**config.mk**
```make
export PLATFORM = sky130hd
export DESIGN_NAME = motion_xy_ctrl_flat
export DESIGN_NICKNAME = d
export VERILOG_FILES = /design/src/rtl/motion_xy_if.sv /design/src/rtl/motion_xy_ctrl.sv /design/src/flat_wrapper.sv
export SDC_FILE = /design/constraint.sdc
export NUM_CORES = 1
export LEC_CHECK = 0
export ABC_AREA = 1
export CAP_MARGIN = 20
export CORE_ASPECT_RATIO = 0.5
export CORE_MARGIN = 2
export CORE_UTILIZATION = 40
export DETAILED_ROUTE_END_ITERATION = 10
export PLACE_DENSITY = 0.69
export SLEW_MARGIN = 20
export SYNTH_ARGS = -nofsm -noshare
export SYNTH_HDL_FRONTEND = slang
export SYNTH_SLANG_ARGS = --single-unit
```
**constraint.sdc**
```tcl
create_clock -name clk -period 3.2 [get_ports clk]
set_clock_uncertainty 0.1 [all_clocks]
set_input_delay 0.64 -clock clk [delete_from_list [all_inputs] [get_ports clk]]
set_output_delay 0.64 -clock clk [all_outputs]
set_load 0.01 [all_outputs]
```
**src/rtl/motion_xy_if.sv**
```systemverilog
// Button/position bundle between the input logic, motion_xy_ctrl and the renderer.
// master drives requests and presets; slave is the motion controller.
interface motion_xy_if #(
    parameter int XW = 10,
    parameter int YW = 16
);
    logic          en;
    logic          left;
    logic          right;
    logic          load;
    logic [XW-1:0] load_x;
    logic [XW-1:0] x_ball;
    logic [YW-1:0] y_ball;
    logic          tick;
    logic          moving;
    logic          at_min;
    logic          at_max;

    modport master (
        output en, left, right, load, load_x,
        input  x_ball, y_ball, tick, moving, at_min, at_max
    );

    modport slave (
        input  en, left, right, load, load_x,
        output x_ball, y_ball, tick, moving, at_min, at_max
    );
endinterface

```
**src/rtl/motion_xy_ctrl.sv**
```systemverilog
// Tick-paced X/Y position generator: button-driven X with hold-to-accelerate and
// clamp/wrap bounds, plus a free-running modulo Y counter.
module motion_xy_ctrl #(
    parameter int XW          = 10,
    parameter int YW          = 16,
    parameter int X_MIN       = 0,
    parameter int X_MAX       = 328,
    parameter int X_INIT      = 164,
    parameter int TICK_DIV    = 250000,
    parameter int DIV_W       = 20,
    parameter int STEP_MAX    = 4,
    parameter int ACCEL_TICKS = 8,
    parameter int WRAP        = 0,
    parameter int Y_STEP      = 1,
    parameter int Y_MAX       = 65535
) (
    input  logic        clk,
    input  logic        reset,
    motion_xy_if.slave  bus
);
    localparam int SW = (STEP_MAX < 2) ? 1 : $clog2(STEP_MAX + 1);
    localparam int HW = (ACCEL_TICKS < 2) ? 1 : $clog2(ACCEL_TICKS);

    localparam logic signed [XW+1:0] XMIN_S = (XW+2)'(X_MIN);
    localparam logic signed [XW+1:0] XMAX_S = (XW+2)'(X_MAX);
    localparam logic signed [XW+1:0] NSPAN  = (XW+2)'(X_MAX - X_MIN + 1);

    typedef enum logic [1:0] {IDLE, MOVE_L, MOVE_R} state_t;

    state_t                 state, state_nx, tgt;
    logic [DIV_W-1:0]       div;
    logic                   tick_r;
    logic                   upd;
    logic [XW-1:0]          x, x_nx;
    logic [YW-1:0]          y;
    logic [SW-1:0]          step, step_nx, step_cur;
    logic [HW-1:0]          hold, hold_nx, hold_cur;
    logic                   moving_r;
    logic                   req_l, req_r, hit;
    logic signed [XW+1:0]   x_s, stp_s, x_mv;

    // Saturate a preset into the legal X range.
    function automatic logic [XW-1:0] clamp_x(input logic [XW-1:0] v);
        logic signed [XW+1:0] vs;
        vs = $signed({2'b00, v});
        if (vs < XMIN_S)      return XW'(X_MIN);
        else if (vs > XMAX_S) return XW'(X_MAX);
        else                  return v;
    endfunction

    function automatic logic [YW-1:0] y_next(input logic [YW-1:0] cur);
        logic [YW:0] sum;
        sum = {1'b0, cur} + (YW+1)'(Y_STEP);
        if ({1'b0, cur} <= (YW+1)'(Y_MAX - Y_STEP)) return YW'(sum);
        else                                        return YW'(sum - (YW+1)'(Y_MAX + 1));
    endfunction

    assign upd   = bus.en & tick_r;
    assign req_l = bus.left & ~bus.right;
    assign req_r = bus.right & ~bus.left;

    // Tick divider: tick is high for the cycle after div reaches TICK_DIV-1.
    always_ff @(posedge clk or negedge reset) begin
        if (!reset) begin
            div    <= '0;
            tick_r <= 1'b0;
        end else if (bus.en) begin
            if (div == DIV_W'(TICK_DIV - 1)) begin
                div    <= '0;
                tick_r <= 1'b1;
            end else begin
                div    <= div + DIV_W'(1);
                tick_r <= 1'b0;
            end
        end else begin
            tick_r <= 1'b0;
        end
    end

    always_ff @(posedge clk or negedge reset) begin
        if (!reset) y <= '0;
        else if (upd) y <= y_next(y);
    end

    always_ff @(posedge clk or negedge reset) begin
        if (!reset) begin
            state    <= IDLE;
            x        <= XW'(X_INIT);
            step     <= SW'(1);
            hold     <= '0;
            moving_r <= 1'b0;
        end else begin
            state    <= state_nx;
            x        <= x_nx;
            step     <= step_nx;
            hold     <= hold_nx;
            moving_r <= (state_nx != IDLE);
        end
    end

    always_comb begin
        state_nx = state;
        x_nx     = x;
        step_nx  = step;
        hold_nx  = hold;
        tgt      = state;
        step_cur = step;
        hold_cur = hold;
        hit      = 1'b0;
        x_s      = $signed({2'b00, x});
        stp_s    = '0;
        x_mv     = x_s;
        if (bus.load) begin
            x_nx     = clamp_x(bus.load_x);
            state_nx = IDLE;
            step_nx  = SW'(1);
            hold_nx  = '0;
        end else if (upd) begin
            if (!req_l && !req_r) begin
                state_nx = IDLE;
                step_nx  = SW'(1);
                hold_nx  = '0;
            end else begin
                tgt = req_l ? MOVE_L : MOVE_R;
                // A new or reversed direction restarts acceleration before moving.
                if (state != tgt) begin
                    step_cur = SW'(1);
                    hold_cur = '0;
                end
                stp_s = $signed({{(XW+2-SW){1'b0}}, step_cur});
                if (tgt == MOVE_L) begin
                    x_mv = x_s - stp_s;
                    if (x_mv < XMIN_S) x_mv = (WRAP != 0) ? x_mv + NSPAN : XMIN_S;
                    hit = (WRAP == 0) && (x_mv == XMIN_S);
                end else begin
                    x_mv = x_s + stp_s;
                    if (x_mv > XMAX_S) x_mv = (WRAP != 0) ? x_mv - NSPAN : XMAX_S;
                    hit = (WRAP == 0) && (x_mv == XMAX_S);
                end
                x_nx     = XW'(x_mv);
                state_nx = tgt;
                if (hit) begin
                    step_nx = SW'(1);
                    hold_nx = '0;
                end else if (hold_cur == HW'(ACCEL_TICKS - 1)) begin
                    hold_nx = '0;
                    step_nx = (step_cur == SW'(STEP_MAX)) ? step_cur : step_cur + SW'(1);
                end else begin
                    hold_nx = hold_cur + HW'(1);
                    step_nx = step_cur;
                end
            end
        end
    end

    assign bus.x_ball = x;
    assign bus.y_ball = y;
    assign bus.tick   = tick_r;
    assign bus.moving = moving_r;
    assign bus.at_min = (x == XW'(X_MIN));
    assign bus.at_max = (x == XW'(X_MAX));
endmodule

```
**src/flat_wrapper.sv**
```systemverilog
// flat-port wrapper written by rule: the top's interface ports become plain ports
module motion_xy_ctrl_flat 
#(
    parameter int XW          = 10,
    parameter int YW          = 16,
    parameter int X_MIN       = 0,
    parameter int X_MAX       = 328,
    parameter int X_INIT      = 164,
    parameter int TICK_DIV    = 250000,
    parameter int DIV_W       = 20,
    parameter int STEP_MAX    = 4,
    parameter int ACCEL_TICKS = 8,
    parameter int WRAP        = 0,
    parameter int Y_STEP      = 1,
    parameter int Y_MAX       = 65535
)
  (clk, reset, bus_en, bus_left, bus_right, bus_load, bus_load_x, bus_x_ball, bus_y_ball, bus_tick, bus_moving, bus_at_min, bus_at_max);
  motion_xy_if #(.XW(XW), .YW(YW)) bus_i ();
  input  logic clk;
  input  logic reset;
  input wire logic [$bits(bus_i.en)-1:0] bus_en;
  input wire logic [$bits(bus_i.left)-1:0] bus_left;
  input wire logic [$bits(bus_i.right)-1:0] bus_right;
  input wire logic [$bits(bus_i.load)-1:0] bus_load;
  input wire logic [$bits(bus_i.load_x)-1:0] bus_load_x;
  output wire logic [$bits(bus_i.x_ball)-1:0] bus_x_ball;
  output wire logic [$bits(bus_i.y_ball)-1:0] bus_y_ball;
  output wire logic [$bits(bus_i.tick)-1:0] bus_tick;
  output wire logic [$bits(bus_i.moving)-1:0] bus_moving;
  output wire logic [$bits(bus_i.at_min)-1:0] bus_at_min;
  output wire logic [$bits(bus_i.at_max)-1:0] bus_at_max;
  assign bus_i.en = bus_en;
  assign bus_i.left = bus_left;
  assign bus_i.right = bus_right;
  assign bus_i.load = bus_load;
  assign bus_i.load_x = bus_load_x;
  assign bus_x_ball = bus_i.x_ball;
  assign bus_y_ball = bus_i.y_ball;
  assign bus_tick = bus_i.tick;
  assign bus_moving = bus_i.moving;
  assign bus_at_min = bus_i.at_min;
  assign bus_at_max = bus_i.at_max;
  motion_xy_ctrl #(.XW(XW), .YW(YW), .X_MIN(X_MIN), .X_MAX(X_MAX), .X_INIT(X_INIT), .TICK_DIV(TICK_DIV), .DIV_W(DIV_W), .STEP_MAX(STEP_MAX), .ACCEL_TICKS(ACCEL_TICKS), .WRAP(WRAP), .Y_STEP(Y_STEP), .Y_MAX(Y_MAX)) u_core (.clk(clk), .reset(reset), .bus(bus_i));
endmodule
```
; ---- Word level (Yosys, flattened, before mapping)
; Cells that the tools add are included.
[totals]
inputBits = 16
elab_cells = 86
regBits = 56
out_inout_bits = 30
[op_classes]
n_bitwise = 5
addsub = 7
n_lt_le_gt_ge = 4
eq_ne = 8
reduce_logical = 8
muxes = 46
[op_table]
columns = operator, n
row1 = $mux W12, 10
row2 = $mux W3, 19
row3 = $mux W10, 5
row4 = $add A20 B1 Y20 const B, 1
row5 = $eq A20 B18 Y1 const B, 1
row6 = $mux W20, 1
row7 = $add A16 B1 Y16 const B, 1
row8 = $le A16 B16 Y1 const B, 1
row9 = $mux W16, 1
row10 = $sub A16 B1 Y16 const B, 1
row11 = $eq A12 B10 Y1 const B, 1
row12 = $gt A12 B10 Y1 const B, 1
row13 = $logic_not A12 Y1, 1
row14 = $lt A12 B1 Y1 const B, 1
row15 = $add A10 B3 Y11, 1
row16 = $sub A10 B3 Y11, 1
row17 = $eq A10 B9 Y1 const B, 1
row18 = $gt A10 B9 Y1 const B, 1
row19 = $logic_not A10 Y1, 1
row20 = $mux W2, 4
row21 = $add A3 B1 Y3 const B, 2
row22 = $eq A3 B3 Y1 const B, 2
row23 = $mux W1, 6
row24 = $reduce_bool A2 Y1, 2
row25 = 8 further kinds, 12

; ---- Depth between registers and ports, before layout
; Gate-level depths: netlist of the first run.
[depth]
word_depth = 24
mapped_depth = 25
depth_no_buf = 25

; ---- Worst setup path before layout of the first run
; OpenSTA, ideal clock, no wires.
[synth_path]
path_kind = input-to-reg
from = in bus_right
to = reg u_core.hold[0]
arrival_time_ns = 3.145
stages = 21
setup_slack_ns = -0.169
setup_time_ns = 0.123
path_buffers = 0
path_cell_list = inv_1 -> ha_1 -> inv_2 -> o21ai_2 -> nand2_4 -> nor2_1 -> inv_1 -> ha_1 -> inv_1 -> fa_1 -> nand2_1 -> nand2_1 -> nor2_2 -> nand2_2 -> inv_2 -> or2_2 -> nand2_1 -> nor4_1 -> nand3_1 -> nand2_2 -> o21ai_2
[synth_via]
elab_chain_cells = 24
elab_cells_between_ends = 44
classes_between = 3 x add/sub / 2 x order compare / 4 x eq/ne / 28 x mux / 3 x bitwise / 4 x reduce/logical
[synth_rtl]
columns = item, line_no
row1 = "start, declared", flat_wrapper.sv:23  ; input wire logic [$bits(bus_i.right)-1:0] bus_right;
row2 = $not A1 Y1, motion_xy_ctrl.sv:59  ; assign req_l = bus.left & ~bus.right;
row3 = $and A1 B1 Y1, motion_xy_ctrl.sv:59
row4 = $mux W2, motion_xy_ctrl.sv:124  ; tgt = req_l ? MOVE_L : MOVE_R;
row5 = $ne A2 B2 Y1, motion_xy_ctrl.sv:126  ; if (state != tgt) begin
row6 = $mux W3, motion_xy_ctrl.sv:126
row7 = $mux W3, motion_xy_ctrl.sv:119  ; if (!req_l && !req_r) begin
row8 = $mux W3, motion_xy_ctrl.sv:118  ; end else if (upd) begin
row9 = $mux W3, motion_xy_ctrl.sv:113  ; if (bus.load) begin
row10 = (+8 left out), --
row11 = $mux W1, motion_xy_ctrl.sv:131  ; if (tgt == MOVE_L) begin
row12 = $mux W1, motion_xy_ctrl.sv:119
row13 = $mux W1, motion_xy_ctrl.sv:118
row14 = $mux W1, motion_xy_ctrl.sv:113
row15 = $mux W3, motion_xy_ctrl.sv:142  ; if (hit) begin
row16 = $mux W3 (*), motion_xy_ctrl.sv:119
row17 = $mux W3 (*), motion_xy_ctrl.sv:118
row18 = $mux W3 (*), motion_xy_ctrl.sv:113
row19 = "end signal, assigned", motion_xy_ctrl.sv:96  ; hold <= hold_nx;
row20 = "end, declared", motion_xy_ctrl.sv:37  ; logic [HW-1:0] hold, hold_nx, hold_cur;
; Mark *: on every way between the ends. The rest lies on a longest branch, timed or not. The select of a mux whose other input is x is not followed.
; A chain may end at the register's enable or synchronous reset.

; ---- Worst setup path after layout of the first run
[layout_path]
from = in bus_left
to = reg u_core.step[1]
[layout_via]
elab_chain_cells = 23
elab_cells_between_ends = 46
classes_between = 3 x add/sub / 2 x order compare / 5 x eq/ne / 29 x mux / 3 x bitwise / 4 x reduce/logical
[layout_rtl]
columns = item, line_no
row1 = "start, declared", flat_wrapper.sv:22  ; input wire logic [$bits(bus_i.left)-1:0] bus_left;
row2 = $and A1 B1 Y1, motion_xy_ctrl.sv:59
row3 = $mux W2, motion_xy_ctrl.sv:124
row4 = $ne A2 B2 Y1, motion_xy_ctrl.sv:126
row5 = $mux W3, motion_xy_ctrl.sv:126
row6 = $mux W3, motion_xy_ctrl.sv:119
row7 = $mux W3, motion_xy_ctrl.sv:118
row8 = $mux W3, motion_xy_ctrl.sv:113
row9 = $add A10 B3 Y11 or $sub A10 B3 Y11 (tied branches), "motion_xy_ctrl.sv:136, motion_xy_ctrl.sv:132"
row10 = (+7 left out), --
row11 = $mux W1, motion_xy_ctrl.sv:131
row12 = $mux W1, motion_xy_ctrl.sv:119
row13 = $mux W1, motion_xy_ctrl.sv:118
row14 = $mux W1, motion_xy_ctrl.sv:113
row15 = $mux W3, motion_xy_ctrl.sv:142
row16 = $mux W3 (*), motion_xy_ctrl.sv:119
row17 = $mux W3 (*), motion_xy_ctrl.sv:118
row18 = $mux W3 (*), motion_xy_ctrl.sv:113
row19 = "end signal, assigned", motion_xy_ctrl.sv:95  ; step <= step_nx;
row20 = "end, declared", motion_xy_ctrl.sv:36  ; logic [SW-1:0] step, step_nx, step_cur;
; Marked as above.

==> results of run 1 <==
==> cell usage in the layout, fill, tap and decap left out, types with 5 or more instances in the layout <==
cell type | Yosys | layout
nand2_1 | 103 | 97
inv_1 | 83 | 80
dfrtp_1 | 52 | 52
buf_4 | 1 | 51
nor2_1 | 48 | 46
clkdlybuf4s50_1 | 0 | 42
nand3_1 | 45 | 40
nor3_1 | 25 | 25
xor2_1 | 18 | 18
a21oi_1 | 18 | 17
nand4_1 | 17 | 17
o21ai_0 | 18 | 15
nand2_2 | 7 | 11
ha_1 | 12 | 9
o21ai_2 | 5 | 8
inv_2 | 4 | 5
a211oi_1 | 5 | 5
a32oi_1 | 5 | 5
xnor2_1 | 5 | 5
clkbuf_16 | 0 | 5
==> layout make-up <==
cell class / count / area [µm²] / share of cell area
multi-input cells: 371 / 2200 / 0.436
flip-flops and latches: 56 / 1410 / 0.279
clock inverters: 2 / 12.5 / 0.00248
well taps: 121 / 151 / 0.0300
repair buffers: 94 / 815 / 0.162
clock buffers: 6 / 129 / 0.0256
inverters: 87 / 332 / 0.0658
==> cells by family (layout without fill, tap and decap cells) <==
| group | count (synthesis) | after routing | share of synthesized area |
|---|---|---|---|
| adders and majority gates | 13 | 13 | 0.0444 |
| AOI/OAI and AO/OA | 68 | 68 | 0.111 |
| and+or+nand+nor | 267 | 267 | 0.327 |
| DFF | 56 | 56 | 0.367 |
| xor gates and xnor gates | 23 | 23 | 0.0526 |
| buffers and inverters | 96 | 189 | 0.0980 |
==> timing repair <==
action	in CTS	in global routing
resized for setup	14	23
endpoints found under the setup margin	16	14
pin swaps	8	11
setup buffers	3	2
==> per-layer routing <==
layer,vias to the layer above,track usage
met4,0,0.0462
met2,96,0.335
met5,-,0
met1,1792,0.272
met3,12,0.0230
li1,1894,-
==> worst paths after layout <==
path,from,endpoint,depth (start not counted)
worst max-delay path,bus_left,u_core.step[1],22
worst min-delay path,reset,u_core.div[8],1
worst max register to register,u_core.state[0],u_core.step[1],20
worst min register to register,u_core.bus.y_ball[15],u_core.bus.y_ball[15],1
max in group asynchronous,reset,u_core.bus.y_ball[8],2
min in group clk,u_core.bus.y_ball[15],u_core.bus.y_ball[15],1
==> through the flow <==
stage | hold slack (ns) | setup slack, ns | instance area (µm²) | util
after floorplan | 0.244 | 0.00223 | 3880 | -
after global routing | 0.286 | -0.0726 | 5040 | 0.537
final | 0.232 | 0.0891 | 5040 | 0.537
after global placement | 0.368 | -0.596 | 4760 | 0.507
after detailed placement | 0.369 | -0.627 | 4760 | 0.507
after CTS | 0.390 | 0.0759 | 4930 | 0.525
==> state kept, by name, summed over array words and instances (netlist names) <==
name,count
u_core.bus.y_ball,16
u_core.state,2
u_core.step,3
u_core.bus.moving,1
u_core.bus.x_ball,10
u_core.bus.tick,1
u_core.hold,3
u_core.div,20
==> power by group through the flow <==
stage,Combinational [µW],Clock [µW],Sequential (µW)
after global placement,483,0,861
final,525,542,853
after floorplan,302,0,840
after detailed placement,488,0,862
after CTS,497,551,849
after global routing,588,572,860
==> flow_metrics.env, run 1 <==
export IMPL_htreeDepth=2
export IMPL_cp_num_buf_inv=5
export IMPL_gp_congestion=0.949
export IMPL_syn_num_nets=552
export IMPL_cts_sinks=56
export IMPL_power_frac_seq=0.444
export IMPL_netlist_top_cells_count="nand2_1, inv_1, dfrtp_1"
export IMPL_grt_pass1_wl_mm=16.4
export IMPL_p_switching_uw=637
export IMPL_rows=25
export IMPL_antenna_cells=0
export IMPL_coreArea_mm2=0.00938
export IMPL_die_area_mm2=0.0104
export IMPL_syn_avg_cell_area_um2=7.33
export IMPL_seq_area_frac_synth=0.367
export IMPL_synth_top_cell_area_share=0.340
export IMPL_area_growth_pct=31.6
export IMPL_numCtsBuffers=5
export IMPL_synth_flop_cell="dfrtp_1"
export IMPL_cap_viol_max_count=0
export IMPL_path_cells="buf_4, ha_4, inv_4, o21ai_4, nand2_4, nor2_4, inv_2, ha_4, inv_4, fa_2, nand2_2, nand2_2, nor2_4, nand2_4, inv_2, a21oi_2, o21ai_2, nand3_2, nor4_4, nand3_4, nand3_2, o21ai_0"
export IMPL_place_hpwl_mm=7.83
export IMPL_p_per_area_mw_per_mm2=381
export IMPL_drive_gt1_frac=0.193
export IMPL_clkLatencyLatePin_ns=0.29
export IMPL_io_pins=46
export IMPL_crit_required_ns=3.28
export IMPL_path_clk_slew_ns=0.07
export IMPL_worst_path_max_delay_cell="fa_2"
export IMPL_synth_cell_type_count=44
export IMPL_drtIter0Drc=303
export IMPL_p_clk_frac=0.282
export IMPL_grt_max_degree=46
export IMPL_setup_viol=0
export IMPL_wl_met1_mm=4.76
export IMPL_port_buffers=45
export IMPL_met3_length_um=419
export IMPL_crit_fanout=4
export IMPL_final_cells=737
export IMPL_syn_area_mm2=0.00383
export IMPL_num_nets_final=644
export IMPL_synth_seq_cells=56
export IMPL_async_flop_share=1.00
export IMPL_cts_root_buf="clkbuf_16"
export IMPL_vias_per_cell=5.15
export IMPL_end_kind="flop"
export IMPL_num_vias=3794
export IMPL_fillCellCount=898
export IMPL_power_uw=1920
export IMPL_yosys_warnings=0
export IMPL_fp_dieH_um=73.2
export IMPL_grt_use_total=0.196
export IMPL_antenna_found_initial=0
export IMPL_status="complete, no violations"
export IMPL_overflow=0
export IMPL_first_global_vias=3554
export IMPL_initial_core_util=0.408
export IMPL_cpPeakStageDelay_ns=0.35
export IMPL_fmax_ghz=0.321
export IMPL_period_needed_ns=3.11
export IMPL_drc=0
export IMPL_ir_worst_vdd_v=0.000208
export IMPL_sw_frac_of_total=0.332
export IMPL_met2WireLength_mm=4.97
export IMPL_wl_per_cell_um=13.9
export IMPL_cts_path_max_buffers=2
export IMPL_synth_area_leaders="dfrtp_1, nand2_1, inv_1"
export IMPL_wirelength_mm=10.3
export IMPL_fin_crit_sh=0.972
export IMPL_hold_violations=0
export IMPL_synth_largest_area_cell="dfrtp_1"
export IMPL_hold_buffers=0
export IMPL_numPlacedInstances=724
export IMPL_reg2reg_slack_ns=0.26
export IMPL_syn_inst=523
export IMPL_cts_tree="done"
export IMPL_max_slew_margin=0.620
export IMPL_worstMarginPinSlew_ns=0.569
export IMPL_crit_arrival_ns=3.19
export IMPL_synth_edf_count=0
export IMPL_path_class="input port to flop"
export IMPL_p_int_uw=1280
export IMPL_die_width_um=142
export IMPL_crit_family="simple AND/OR/NAND/NOR gates"
export IMPL_yosysMostFrequentCell="nand2_1"
export IMPL_p_leak_uw=0.00249
export IMPL_comb_power_share=0.274
export IMPL_critPathLaunchType="input port"
export IMPL_postRouteAntennaNets=0
export IMPL_finalSetupTns_ns=0
export IMPL_dr_pass1_iters=5
export IMPL_min_path_type="input port to async pin"
export IMPL_top_layer_used="met4"
export IMPL_maxSlewViolCount=0
Note: power is estimated with default switching activity, not from simulation.
==> run 2: changes to the inputs <==
--- a/config.mk
+++ b/config.mk
@@ -11,7 +11,7 @@
 export CORE_MARGIN = 2
 export CORE_UTILIZATION = 40
 export DETAILED_ROUTE_END_ITERATION = 10
-export PLACE_DENSITY = 0.69
+export PLACE_DENSITY = 0.57
 export SLEW_MARGIN = 20
 export SYNTH_ARGS = -nofsm -noshare
 export SYNTH_HDL_FRONTEND = slang
==> constraint.sdc (replaced) <==
create_clock -name clk -period 3.59 [get_ports clk]
set_clock_uncertainty 0.1 [all_clocks]
set_input_delay 0.718 -clock clk [delete_from_list [all_inputs] [get_ports clk]]
set_output_delay 0.718 -clock clk [all_outputs]
set_load 0.01 [all_outputs]
==> flow_metrics.env, run 2 (same netlist as run 1, synthesis figures left out) <==
export IMPL_status="complete, no violations"
export IMPL_port_buffers=45
export IMPL_rows=25
export IMPL_grt_pass1_wl_mm=16.5
export IMPL_place_hpwl_mm=7.67
export IMPL_period_needed_ns=3.38
export IMPL_clkLatencyLatePin_ns=0.29
export IMPL_setup_viol=0
export IMPL_cap_viol_max_count=0
export IMPL_cts_sinks=56
export IMPL_cts_path_max_buffers=2
export IMPL_path_common_cell="nand2_4"
export IMPL_area_growth_pct=31.1
export IMPL_ir_worst_vdd_v=0.000224
export IMPL_path_class="input port to flop"
export IMPL_multi_input_area_mm2=0.00212
export IMPL_overflow=0
export IMPL_num_vias=3655
export IMPL_max_slew_margin=0.598
export IMPL_worstMarginPinSlew_ns=0.603
export IMPL_p_leak_uw=0.00252
export IMPL_path_clk_slew_ns=0.07
export IMPL_grt_use_total=0.200
export IMPL_final_common_cell="nand2_1"
export IMPL_hold_violations=0
export IMPL_crit_arrival_ns=3.45
export IMPL_grt_max_degree=47
export IMPL_max_flop_register="u_core.div"
export IMPL_fmax_ghz=0.296
export IMPL_antenna_found_initial=0
export IMPL_fillCellCount=908
export IMPL_cp_num_buf_inv=6
export IMPL_antenna_cells=0
export IMPL_die_area_mm2=0.0104
export IMPL_place_ws_ns=-0.519
export IMPL_min_path_type="input port to async pin"
export IMPL_die_width_um=142
export IMPL_layout_setup_ws_ns=0.212
export IMPL_placed_area_mm2=0.00469
export IMPL_cts_root_buf="clkbuf_16"
export IMPL_most_common_layout_cells="nand2_1, inv_1, buf_4, dfrtp_1, nor2_1"
export IMPL_drc=0
export IMPL_num_nets_final=647
export IMPL_largest_reg_flops=20
export IMPL_initial_core_util=0.408
export IMPL_path_cells="dlygate4sd2_1, ha_4, inv_2, o21ai_2, nand2_4, nor2_1, inv_1, ha_1, inv_1, fa_2, nand2_2, nand2_2, nor2_4, nand2_4, inv_2, buf_4, or2_2, nand2_1, nor4_2, nand3_2, nand2_4, o21ai_2"
export IMPL_drive_gt1_frac=0.170
export IMPL_cpPeakStageDelay_ns=0.35
export IMPL_numCtsBuffers=5
export IMPL_postLayoutCoreUtil=0.535
export IMPL_cts_tree="done"
export IMPL_p_per_area_mw_per_mm2=358
export IMPL_drtIter0Drc=205
export IMPL_dr_pass1_iters=4
export IMPL_design_area_mm2=0.00502
export IMPL_fp_dieH_um=73.2
export IMPL_crit_required_ns=3.67
export IMPL_fin_crit_sh=0.941
export IMPL_end_kind="flop"
export IMPL_vias_per_cell=4.94
export IMPL_crit_fanout=4
export IMPL_critPathLaunchType="input port"
export IMPL_wl_per_cell_um=13.2
export IMPL_wirelength_mm=9.79
export IMPL_gp_congestion=0.875
export IMPL_first_global_vias=3484
export IMPL_rsz0062_at_grt="yes"
export IMPL_worst_path_max_delay_cell="fa_2"
export IMPL_seqCellArea_mm2=0.00141
export IMPL_io_pins=46
export IMPL_maxSlewViolCount=0
export IMPL_coreArea_mm2=0.00938
export IMPL_postRouteAntennaNets=0
export IMPL_htreeDepth=2
export IMPL_crit_family="simple AND/OR/NAND/NOR gates"
-- run 2: cell type report --
| type | count | area share |
|---|---|---|
| clock buffers | 7 | 0.0304 |
| clock inverters | 1 | 0.00598 |
| inverters | 87 | 0.0650 |
| multi-input cells | 371 | 0.422 |
| flip-flops and latches | 56 | 0.280 |
| well taps | 121 | 0.0302 |
| repair buffers | 97 | 0.166 |
-- run 2: power breakdown --
group / total [µW] / leakage, µW / switching (µW) / internal [µW]
Clock: 586 / 0.0000901 / 218 / 368
Combinational: 451 / 0.00172 / 253 / 198
Sequential: 759 / 0.000701 / 72.9 / 686
Total: 1800 / 0.00252 / 545 / 1250
-- run 2: repair_timing --
action	CTS	global route
pin swaps	7	5
hold buffers	0	0
gates resized for setup	11	7
endpoints found under the setup margin	15	7
setup buffers	10	0
-- run 2: stage by stage --
stage | instances | power (µW) | hold WS [ns] | TNS (ns)
after detailed placement | 722 | 1190 | 0.362 | -6.70
after floorplan | 523 | 1010 | 0.322 | 0
after CTS | 740 | 1810 | 0.382 | 0
after global placement | 722 | 1190 | 0.366 | -5.55
final | 740 | 1800 | 0.317 | 0
after global routing | 740 | 1900 | 0.363 | -0.0459
-- run 2: path summary, 6_finish.rpt --
path / from / endpoint / slack, ns / depth (start not counted)
max: bus_left / u_core.hold[0] / 0.21 / 22
min: reset / u_core.div[6] / 0.32 / 1
max reg2reg: u_core.state[1] / u_core.hold[0] / 0.61 / 20
min reg2reg: u_core.bus.y_ball[15] / u_core.bus.y_ball[15] / 0.38 / 1
max in group asynchronous: reset / u_core.bus.x_ball[2] / 2.43 / 2
min in group clk: u_core.bus.y_ball[15] / u_core.bus.y_ball[15] / 0.38 / 1
-- run 2: metal layers --
metal / part of all wire / up-vias / GRT usage / routed length [µm]
met2: 0.45 / 48 / 0.336 / 4430
met5: 0 / - / 0 / 0
met1: 0.51 / 1693 / 0.282 / 4980
met4: 0.0058 / 0 / 0.0319 / 57
met3: 0.033 / 4 / 0.0295 / 323
li1: - / 1910 / - / -
==> run 3: changes to the inputs <==
--- a/config.mk
+++ b/config.mk
@@ -10,6 +10,7 @@
 export CORE_ASPECT_RATIO = 0.5
 export CORE_MARGIN = 2
 export CORE_UTILIZATION = 40
+export CTS_CLUSTER_DIAMETER = 50
 export DETAILED_ROUTE_END_ITERATION = 10
 export PLACE_DENSITY = 0.57
 export SLEW_MARGIN = 20
==> results of run 3 <==
Final layout, timing and power as in run 2 (identical DEF).
